### config.mk
export PLATFORM = sky130hd
export DESIGN_NAME = pulse_sequencer
export DESIGN_NICKNAME = d
export VERILOG_FILES = /design/src/rtl/pulse_sequencer.sv
export SDC_FILE = /design/constraint.sdc
export NUM_CORES = 1
export LEC_CHECK = 0
export ABC_AREA = 1
export BUFFER_PORTS_ARGS = -buffer_cell sky130_fd_sc_hd__clkbuf_2
export CAP_MARGIN = 20
export CORE_UTILIZATION = 49
export CTS_CLUSTER_DIAMETER = 120
export DETAILED_ROUTE_END_ITERATION = 8
export HOLD_SLACK_MARGIN = 0.05
export PLACE_DENSITY = 0.83
export SYNTH_ARGS = -nofsm -noshare
export SYNTH_HDL_FRONTEND = slang
export SYNTH_SLANG_ARGS = --single-unit
### constraint.sdc
create_clock -name clk -period 2.6 [get_ports clk]
set_input_delay 0.26 -clock clk [delete_from_list [all_inputs] [get_ports clk]]
set_output_delay 0.26 -clock clk [all_outputs]
set_load 0.01 [all_outputs]
### src/rtl/pulse_sequencer.sv
// pulse_sequencer: walks a contiguous run of pulse descriptors, waits on a
// sequence-relative timer until each descriptor's t_start, then plays the
// pulse (frequency/phase/amplitude) for t_len cycles.
//
// Handshake: there is no valid/ready pair here. start is a level sampled only
// in IDLE; abort is a level sampled in every non-IDLE state and wins over all
// other activity. Descriptor data from pulse_fetch is trusted exactly one
// cycle after fetch_addr is presented (the LOAD state), with no back-pressure.
module pulse_sequencer #(
  parameter int ADDR_W = 5,
  parameter int TIME_W = 28,
  parameter int LEN_W  = 20
) (
  input  logic              clk,
  input  logic              rst_n,
  input  logic              start,
  input  logic [ADDR_W-1:0] base_addr,
  input  logic [ADDR_W:0]   num_pulses,
  input  logic              abort,
  output logic [31:0]       fetch_addr,
  input  logic [31:0]       f_frequency,
  input  logic [15:0]       f_phase,
  input  logic [13:0]       f_amplitude,
  input  logic [TIME_W-1:0] f_t_start,
  input  logic [LEN_W-1:0]  f_t_len,
  output logic              pulse_valid,
  output logic [31:0]       pulse_frequency,
  output logic [15:0]       pulse_phase,
  output logic [13:0]       pulse_amplitude,
  output logic [TIME_W-1:0] timer,
  output logic              busy,
  output logic              done,
  output logic              late,
  output logic [2:0]        dbg_state
);

  typedef enum logic [2:0] {
    S_IDLE  = 3'd0,
    S_FETCH = 3'd1,
    S_LOAD  = 3'd2,
    S_WAIT  = 3'd3,
    S_PLAY  = 3'd4,
    S_FIN   = 3'd5
  } state_t;

  state_t              state_q;
  logic [ADDR_W-1:0]   base_q;
  logic [ADDR_W:0]     count_q;
  logic [ADDR_W-1:0]   idx_q;
  logic [ADDR_W-1:0]   fetch_addr_q;
  logic [31:0]         freq_q;
  logic [15:0]         phase_q;
  logic [13:0]         amp_q;
  logic [TIME_W-1:0]   t_start_q;
  logic [LEN_W-1:0]    play_cnt_q;
  logic [TIME_W-1:0]   timer_q;
  logic                pulse_valid_q;
  logic                busy_q;
  logic                done_q;
  logic                late_q;

  // Next-value helpers; timer comparisons use one extra bit so timer+1 never wraps.
  logic [TIME_W:0]     timer_next_d;
  logic [ADDR_W-1:0]   idx_d;
  logic [ADDR_W-1:0]   next_addr_d;
  logic                last_pulse_d;

  // Derived values for the NEXT decision and the t_start comparisons.
  always_comb begin
    timer_next_d = {1'b0, timer_q} + (TIME_W+1)'(1);
    idx_d        = idx_q + ADDR_W'(1);
    next_addr_d  = base_q + idx_d;
    last_pulse_d = (({1'b0, idx_q} + (ADDR_W+1)'(1)) == count_q);
  end

  // Sequencer FSM with all outputs registered.
  always_ff @(posedge clk or negedge rst_n) begin
    if (!rst_n) begin
      state_q       <= S_IDLE;
      base_q        <= '0;
      count_q       <= '0;
      idx_q         <= '0;
      fetch_addr_q  <= '0;
      freq_q        <= '0;
      phase_q       <= '0;
      amp_q         <= '0;
      t_start_q     <= '0;
      play_cnt_q    <= '0;
      timer_q       <= '0;
      pulse_valid_q <= 1'b0;
      busy_q        <= 1'b0;
      done_q        <= 1'b0;
      late_q        <= 1'b0;
    end else begin
      done_q <= 1'b0;
      if (busy_q) timer_q <= timer_q + TIME_W'(1);
      if (state_q != S_IDLE && abort) begin
        // Abort drops the pulse at once; late is kept for software to inspect.
        state_q       <= S_IDLE;
        busy_q        <= 1'b0;
        pulse_valid_q <= 1'b0;
      end else begin
        case (state_q)
          S_IDLE: begin
            if (start) begin
              base_q  <= base_addr;
              count_q <= num_pulses;
              idx_q   <= '0;
              timer_q <= '0;
              late_q  <= 1'b0;
              busy_q  <= 1'b1;
              if (num_pulses != '0) begin
                fetch_addr_q <= base_addr;
                state_q      <= S_FETCH;
              end else begin
                done_q  <= 1'b1;
                state_q <= S_FIN;
              end
            end
          end
          S_FETCH: state_q <= S_LOAD;
          S_LOAD: begin
            freq_q     <= f_frequency;
            phase_q    <= f_phase;
            amp_q      <= f_amplitude;
            t_start_q  <= f_t_start;
            play_cnt_q <= f_t_len;
            if (f_t_len == '0) begin
              // Zero-length descriptor: skip straight to the NEXT decision.
              if (last_pulse_d) begin
                done_q  <= 1'b1;
                state_q <= S_FIN;
              end else begin
                idx_q        <= idx_d;
                fetch_addr_q <= next_addr_d;
                state_q      <= S_FETCH;
              end
            end else if ({1'b0, f_t_start} > timer_next_d) begin
              state_q <= S_WAIT;
            end else begin
              pulse_valid_q <= 1'b1;
              state_q       <= S_PLAY;
              if ({1'b0, f_t_start} < timer_next_d) late_q <= 1'b1;
            end
          end
          S_WAIT: begin
            if (timer_next_d == {1'b0, t_start_q}) begin
              pulse_valid_q <= 1'b1;
              state_q       <= S_PLAY;
            end
          end
          S_PLAY: begin
            if (play_cnt_q == LEN_W'(1)) begin
              pulse_valid_q <= 1'b0;
              if (last_pulse_d) begin
                done_q  <= 1'b1;
                state_q <= S_FIN;
              end else begin
                idx_q        <= idx_d;
                fetch_addr_q <= next_addr_d;
                state_q      <= S_FETCH;
              end
            end else begin
              play_cnt_q <= play_cnt_q - LEN_W'(1);
            end
          end
          S_FIN: begin
            busy_q  <= 1'b0;
            state_q <= S_IDLE;
          end
          default: state_q <= S_IDLE;
        endcase
      end
    end
  end

  assign fetch_addr      = {{(32-ADDR_W){1'b0}}, fetch_addr_q};
  assign pulse_valid     = pulse_valid_q;
  assign pulse_frequency = freq_q;
  assign pulse_phase     = phase_q;
  assign pulse_amplitude = pulse_valid_q ? amp_q : 14'd0;
  assign timer           = timer_q;
  assign busy            = busy_q;
  assign done            = done_q;
  assign late            = late_q;
  assign dbg_state       = state_q;

endmodule

Word-level counts from Yosys, hierarchy flattened
Index checks and enable logic that the tools add are counted.
{"block": "word_totals", "register_bits": 166, "latch_bits": 0, "ram_bits": 0, "romBits": 0, "inputBits": 125, "output_inout_bits": 129, "elab_cells": 112, "memories": 0}
{"block": "classes", "n_addsub": 6, "multipliers": 0, "div_mod_pow": 0, "magnitude_cmp": 2, "eq_ne": 21, "n_shift": 0, "mux": 48, "n_bitwise": 1, "reduce_logical": 19}
{"op": "$mux 28", "count": 4}
{"op": "$mux 5", "count": 9}
{"op": "$pmux 20 s2", "count": 1}
{"op": "$pmux 5 s3", "count": 2}
{"op": "$add 28x1->29 const B", "count": 1}
{"op": "$eq 29x28->1", "count": 1}
{"op": "$gt 28x29->1", "count": 1}
{"op": "$lt 28x29->1", "count": 1}
{"op": "$add 28x1->28 const B", "count": 1}
{"op": "$mux 3", "count": 8}
{"op": "$eq 20x1->1 const B", "count": 1}
{"op": "$logic_not 20->1", "count": 1}
{"op": "$mux 20", "count": 1}
{"op": "$sub 20x1->20 const B", "count": 1}
{"op": "$mux 1", "count": 17}
{"op": "$ne 2x2->1 const B", "count": 8}
{"op": "$ne 3x3->1 const B", "count": 5}
{"op": "$pmux 3 s5", "count": 1}
{"op": "$mux 14", "count": 1}
{"op": "$reduce_and 6->1", "count": 2}
{"op": "$reduce_and 5->1", "count": 2}
{"op": "$reduce_and 3->1", "count": 3}
{"op": "$reduce_bool 3->1", "count": 3}
{"op": "$add 5x1->6 const B", "count": 1}
{"op": "15 further kinds", "count": 21}

Depth between registers and ports, before layout
{"block": "depth", "word_depth": 6, "ltp_mapped": 24, "depth_no_buf": 24}

Worst setup path before layout
Ideal clock, no wire load.
{"block": "synth_path", "path_type": "flip-flop to flip-flop", "startpoint": "register timer_q[0], in the netlist timer[0]", "endpoint": "register pulse_valid_q, in the netlist pulse_valid", "setup_time_ns": 0.117, "arrival_ns": 2.658, "required_time_ns": 2.483, "setup_slack_ns": -0.175, "stages_incl_launch_ff": 20, "n_path_buf": 0, "synth_period_minus_slack_ns": 2.775, "cell_sequence": "dfrtp_1 -> ha_1 -> nand2_2 -> nor2_4 -> nand2_4 -> nor3_1 -> or2_2 -> nand2_1 -> ha_1 -> a21oi_1 -> o21a_1 -> nand2_1 -> nand2_1 -> nand3_1 -> nand4_1 -> nand2_1 -> nor3_1 -> nand2_1 -> nand2_1 -> nand2_1"}
{"block": "synth_between", "elab_chain_len": 4, "word_cells_on_any_way": 6, "classes_between": "1 x add/sub; 1 x order compare; 3 x eq/ne; 1 x reduce/logical"}
{"element": "start, declared", "line": "56", "source": "logic [TIME_W-1:0] timer_q;"}
{"element": "start signal, assigned", "line": "96", "source": "if (busy_q) timer_q <= timer_q + TIME_W'(1);"}
{"element": "$add 28x1->29 *", "line": "70", "source": "timer_next_d = {1'b0, timer_q} + (TIME_W+1)'(1);"}
{"element": "$gt 28x29->1 / $eq 29x28->1 (equally long branches)", "line": "138, 147"}
{"element": "$ne 3x3->1 (no line)"}
{"element": "$reduce_and 5->1 (no line) *"}
{"element": "end signal, assigned", "line": "141", "source": "pulse_valid_q <= 1'b1;"}
{"element": "end signal, assigned", "line": "148", "source": "pulse_valid_q <= 1'b1;"}
{"element": "end signal, assigned", "line": "154", "source": "pulse_valid_q <= 1'b0;"}
{"element": "end, declared", "line": "57", "source": "logic pulse_valid_q;"}
Every way passes the cells marked *; elsewhere a longest branch is shown, timed or not.
A chain may end at the register's enable or synchronous reset.

Worst setup path in the final report
{"block": "layout_path", "startpoint": "register timer_q[12], in the netlist timer[12]", "endpoint": "register pulse_valid_q, in the netlist pulse_valid"}
The elaborated chain is that of the path after synthesis.

==> flow_summary.yaml <==
finish:
  most_common_library_cell_in_the_layout_ignoring_fill_and_taps: "sky130_fd_sc_hd__nand2_1"
  layout-drive-gt1-share: 0.2630
  number_of_filler_instances_in_the_final_layout: 1526
  n_antenna_cell: 0
  fin_nets: 1898
  most_frequent_cells_in_the_layout: "sky130_fd_sc_hd__nand2_1, sky130_fd_sc_hd__clkbuf_2, sky130_fd_sc_hd__dfrtp_1"
  area_delta_synth_final_pct: 37.03
  finish.utilization: 0.6847
  finish.cell_count_without_fillers: 2014
status:
  run_status: "finished, violations left"
  failed_checks: "negative setup slack"
floorplan:
  initial_utilization: 0.4997
  io_pins: 254
  die_height_um: 142.9
  fp.dieArea_um2: 20420
  floorplan.rows: 51
  fp.coreArea_um2: 19460
  die_w_um: 142.9
placement:
  detailedPlacementHpwl_um: 21230
  dpl.cell_count: 1913
  buffer_ports.inserted: 226
  routabilityCongestion: 0.9943
  placement.setup.worst_slack_ps: -350.9
sta:
  fin_tns_setup_ps: -1577
  number_of_slew_limit_violations_in_the_final_report: 0
  hold_violations: 0
  fin_skew_ps: 11.21
  timing.final.crit_period_ps: 3032
  final.period_utilization: 1.166
  slew_headroom: 0.5966
  setup-violations-final: 5
  max_clock_freq_ghz: 0.3299
  layout_setup_ws_ps: -431.6
  rsz0062_at_grt: "true"
  worstMarginPinSlew_ps: 605.0
clocking:
  tritoncts_num_sinks: 166
  clock_latency_ps: 430
  cts_tree: "built"
  worst_setup_hold_path_clk_slew_ps: 70
  cts_root_buf: "sky130_fd_sc_hd__clkbuf_16"
  clock_tree_buffer_depth: 2
  cts_made_buffers: 17
  cts.htree.levels: 4
drt:
  num_vias: 10220
  vias_per_cell: 5.074
  finalWirelength_um: 29570
  firstDrtPassIters: 5
  avgRoutedWirePerCell_um: 14.68
  antenna_nets_post_route: 0
  drcViolationCount: 0
  first_iter_violations: 626
power_and_ir_drop:
  pwr_cell_area_nw_per_um2: 869.6
  irDropWorstVdd_mv: 0.5712
  total_leakage_power_nw: 7.100
critical_path:
  worst_path_most_repeated_cell: "sky130_fd_sc_hd__nand2_1"
  r2r-start: "timer[12]"
  critical_path.max_fanout: 4
  critical-path-slowest-cell: "sky130_fd_sc_hd__dfrtp_1"
  path_cells: "nand2_1 > nor2_2 > nand2_2 > nor3_4 > or2_4 > nand2_1 > ha_4 > nand4_1 > nor2_2 > nand4_1 > nand4_1 > nand2_1 > nor3_2 > nand2_1 > nand2_1 > nand2_1"
  worstSetupStartpointType: "flop"
  worstSetupEndpointType: "flop"
  crit_start: "timer[12]"
  kind_of_critical_path: "reg2reg"
  worst_path_largest_cell_delay_ps: 420
  data_arrival_time_at_the_worst_slack_endpoint_ps: 3350
  critPathRequiredTime_ps: 2910
synth:
  synth_sequential_area_ratio: 0.4271
  synth_enable_flop_cells: 0
  ys.warnings.count: 0
  netlist_instances: 1344
  yosys_register_bits: 166
  syn_area_cell_um2: 7.236
  synth_area_um2: 9726
  primary_ff_master_synth: "sky130_fd_sc_hd__dfrtp_1"
  yosys.cell_types.count: 40
  synth_async_sr_flop_share: 1.000
global_route:
  grtUsageTotal: 0.2875
  grt_pass1_wl_um: 45850
  first_global_vias: 9522
  initial_antenna_violation_count: 0
  pin_count_of_the_biggest_net_entering_global_routing: 111
  globalRouteOverflowTotal: 0
job:
  max_cap_violations: 0
min_path:
  min_from: "f_t_start[5]"
  hold_path.class: "in2reg"
worst paths after layout:
path | slack (ps) | cells after the start | to
worst max register to register | -430 | 16 | pulse_valid
worst min register to register | 470 | 2 | amp_q[0]
worst min-delay path | 60 | 3 | t_start_q[5]
max in group asynchronous | 1540 | 3 | play_cnt_q[14]
worst max-delay path | -430 | 16 | pulse_valid
min in group asynchronous | 300 | 2 | pulse_phase[12]
synth_stat cells (2+ instances only):
library cell               count  area share
sky130_fd_sc_hd__inv_1       145       0.056
sky130_fd_sc_hd__dfrtp_1     166        0.43
sky130_fd_sc_hd__clkbuf_1     31       0.012
sky130_fd_sc_hd__nor4_1        4      0.0026
sky130_fd_sc_hd__ha_1         36       0.046
sky130_fd_sc_hd__a31oi_1       3      0.0019
sky130_fd_sc_hd__nor2_4        5      0.0058
sky130_fd_sc_hd__or2_2         2      0.0013
sky130_fd_sc_hd__nor2_1      116       0.045
sky130_fd_sc_hd__o21a_1        7      0.0054
sky130_fd_sc_hd__nand2_2      10      0.0064
sky130_fd_sc_hd__nand4_1      10      0.0064
sky130_fd_sc_hd__o211ai_1      7      0.0054
sky130_fd_sc_hd__a21oi_1      23       0.012
sky130_fd_sc_hd__nand2_1     502        0.19
sky130_fd_sc_hd__buf_4        28       0.022
sky130_fd_sc_hd__o21ai_1       6      0.0031
sky130_fd_sc_hd__xnor2_1       5      0.0045
sky130_fd_sc_hd__buf_2         2      0.0010
sky130_fd_sc_hd__nor3_1       14      0.0072
sky130_fd_sc_hd__nand3_1      74       0.038
sky130_fd_sc_hd__o21ai_0      70       0.036
sky130_fd_sc_hd__mux2_2        5      0.0058
sky130_fd_sc_hd__o22ai_1      33       0.021
sky130_fd_sc_hd__xor2_1       13       0.012
sky130_fd_sc_hd__xnor3_1       2      0.0046
sky130_fd_sc_hd__nor2_2        6      0.0039
sky130_fd_sc_hd__inv_2         4      0.0015
sky130_fd_sc_hd__o31ai_1       4      0.0031
layout make-up:
type / count / area, um^2 / share of cell area
multi-input cells: 993 / 5006 / 0.3756
inverters: 150 / 563.0 / 0.04225
clock inverters: 15 / 160.2 / 0.01202
flip-flops and latches: 166 / 4155 / 0.3118
clock buffers: 17 / 425.4 / 0.03192
well taps: 265 / 331.6 / 0.02488
repair buffers: 408 / 2685 / 0.2015
cell families (layout without fill, tap and decap cells):
kind of cell,count (synthesis),in the layout,synth area share
buf+inv,211,590,0.09250
flops,166,166,0.4271
other cells,1,27,0.0003856
mux,5,5,0.005789
compound gates,158,158,0.09224
xor+xnor,20,20,0.02084
fa+ha+maj,37,37,0.04837
simple gates,746,746,0.3128
power by group:
part	internal, mW	switching (mW)	leakage (nW)
Sequential	3.58	0.717	2.11
Combinational	1.84	2.93	4.71
Clock	1.28	1.23	0.288
per-stage QoR:
stage / hold slack, ps / power, mW / area, um^2
floorplan: -35.59 / 7.191 / 9842
global placement: 193.8 / 8.701 / 11870
detailed placement: 194.7 / 8.895 / 11870
CTS: 50.01 / 11.54 / 13100
global route: 52.93 / 12.41 / 13330
finish: 61.43 / 11.59 / 13330
worst max-delay path: cells and delay by family, from the launching register on:
kind | cells | cell delay (ps)
AND/OR/NAND/NOR | 15 | 2210
flip-flops | 1 | 420
adder cells (fa/ha/maj) | 1 | 290
sequential cells by signal, indices dropped and copies added, names as in the netlist:
name,flops
play_cnt_q,20
amp_q,14
base_q,5
count_q,6
dbg_state,3
t_start_q,28
pulse_valid,1
done,1
timer,28
pulse_phase,16
late,1
busy,1
fetch_addr_q,5
idx_q,5
pulse_frequency,32
timing repair:
item / CTS / global route
setup buffers: 3 / 10
setup endpoints to repair: 5 / 9
hold buffers: 56 / 0
endpoints found under the hold margin: 93 / 0
gates resized for setup: 18 / 39
pin swaps: 8 / 21
per-layer routing:
metal / track usage / vias up / share of wire
met3: 0.05667 / 62 / 0.056
li1: - / 5013 / -
met5: 0 / - / 0
met1: 0.3659 / 4789 / 0.43
met2: 0.4941 / 356 / 0.49
met4: 0.08489 / 0 / 0.024
Note: power is estimated with default switching activity, not from simulation.
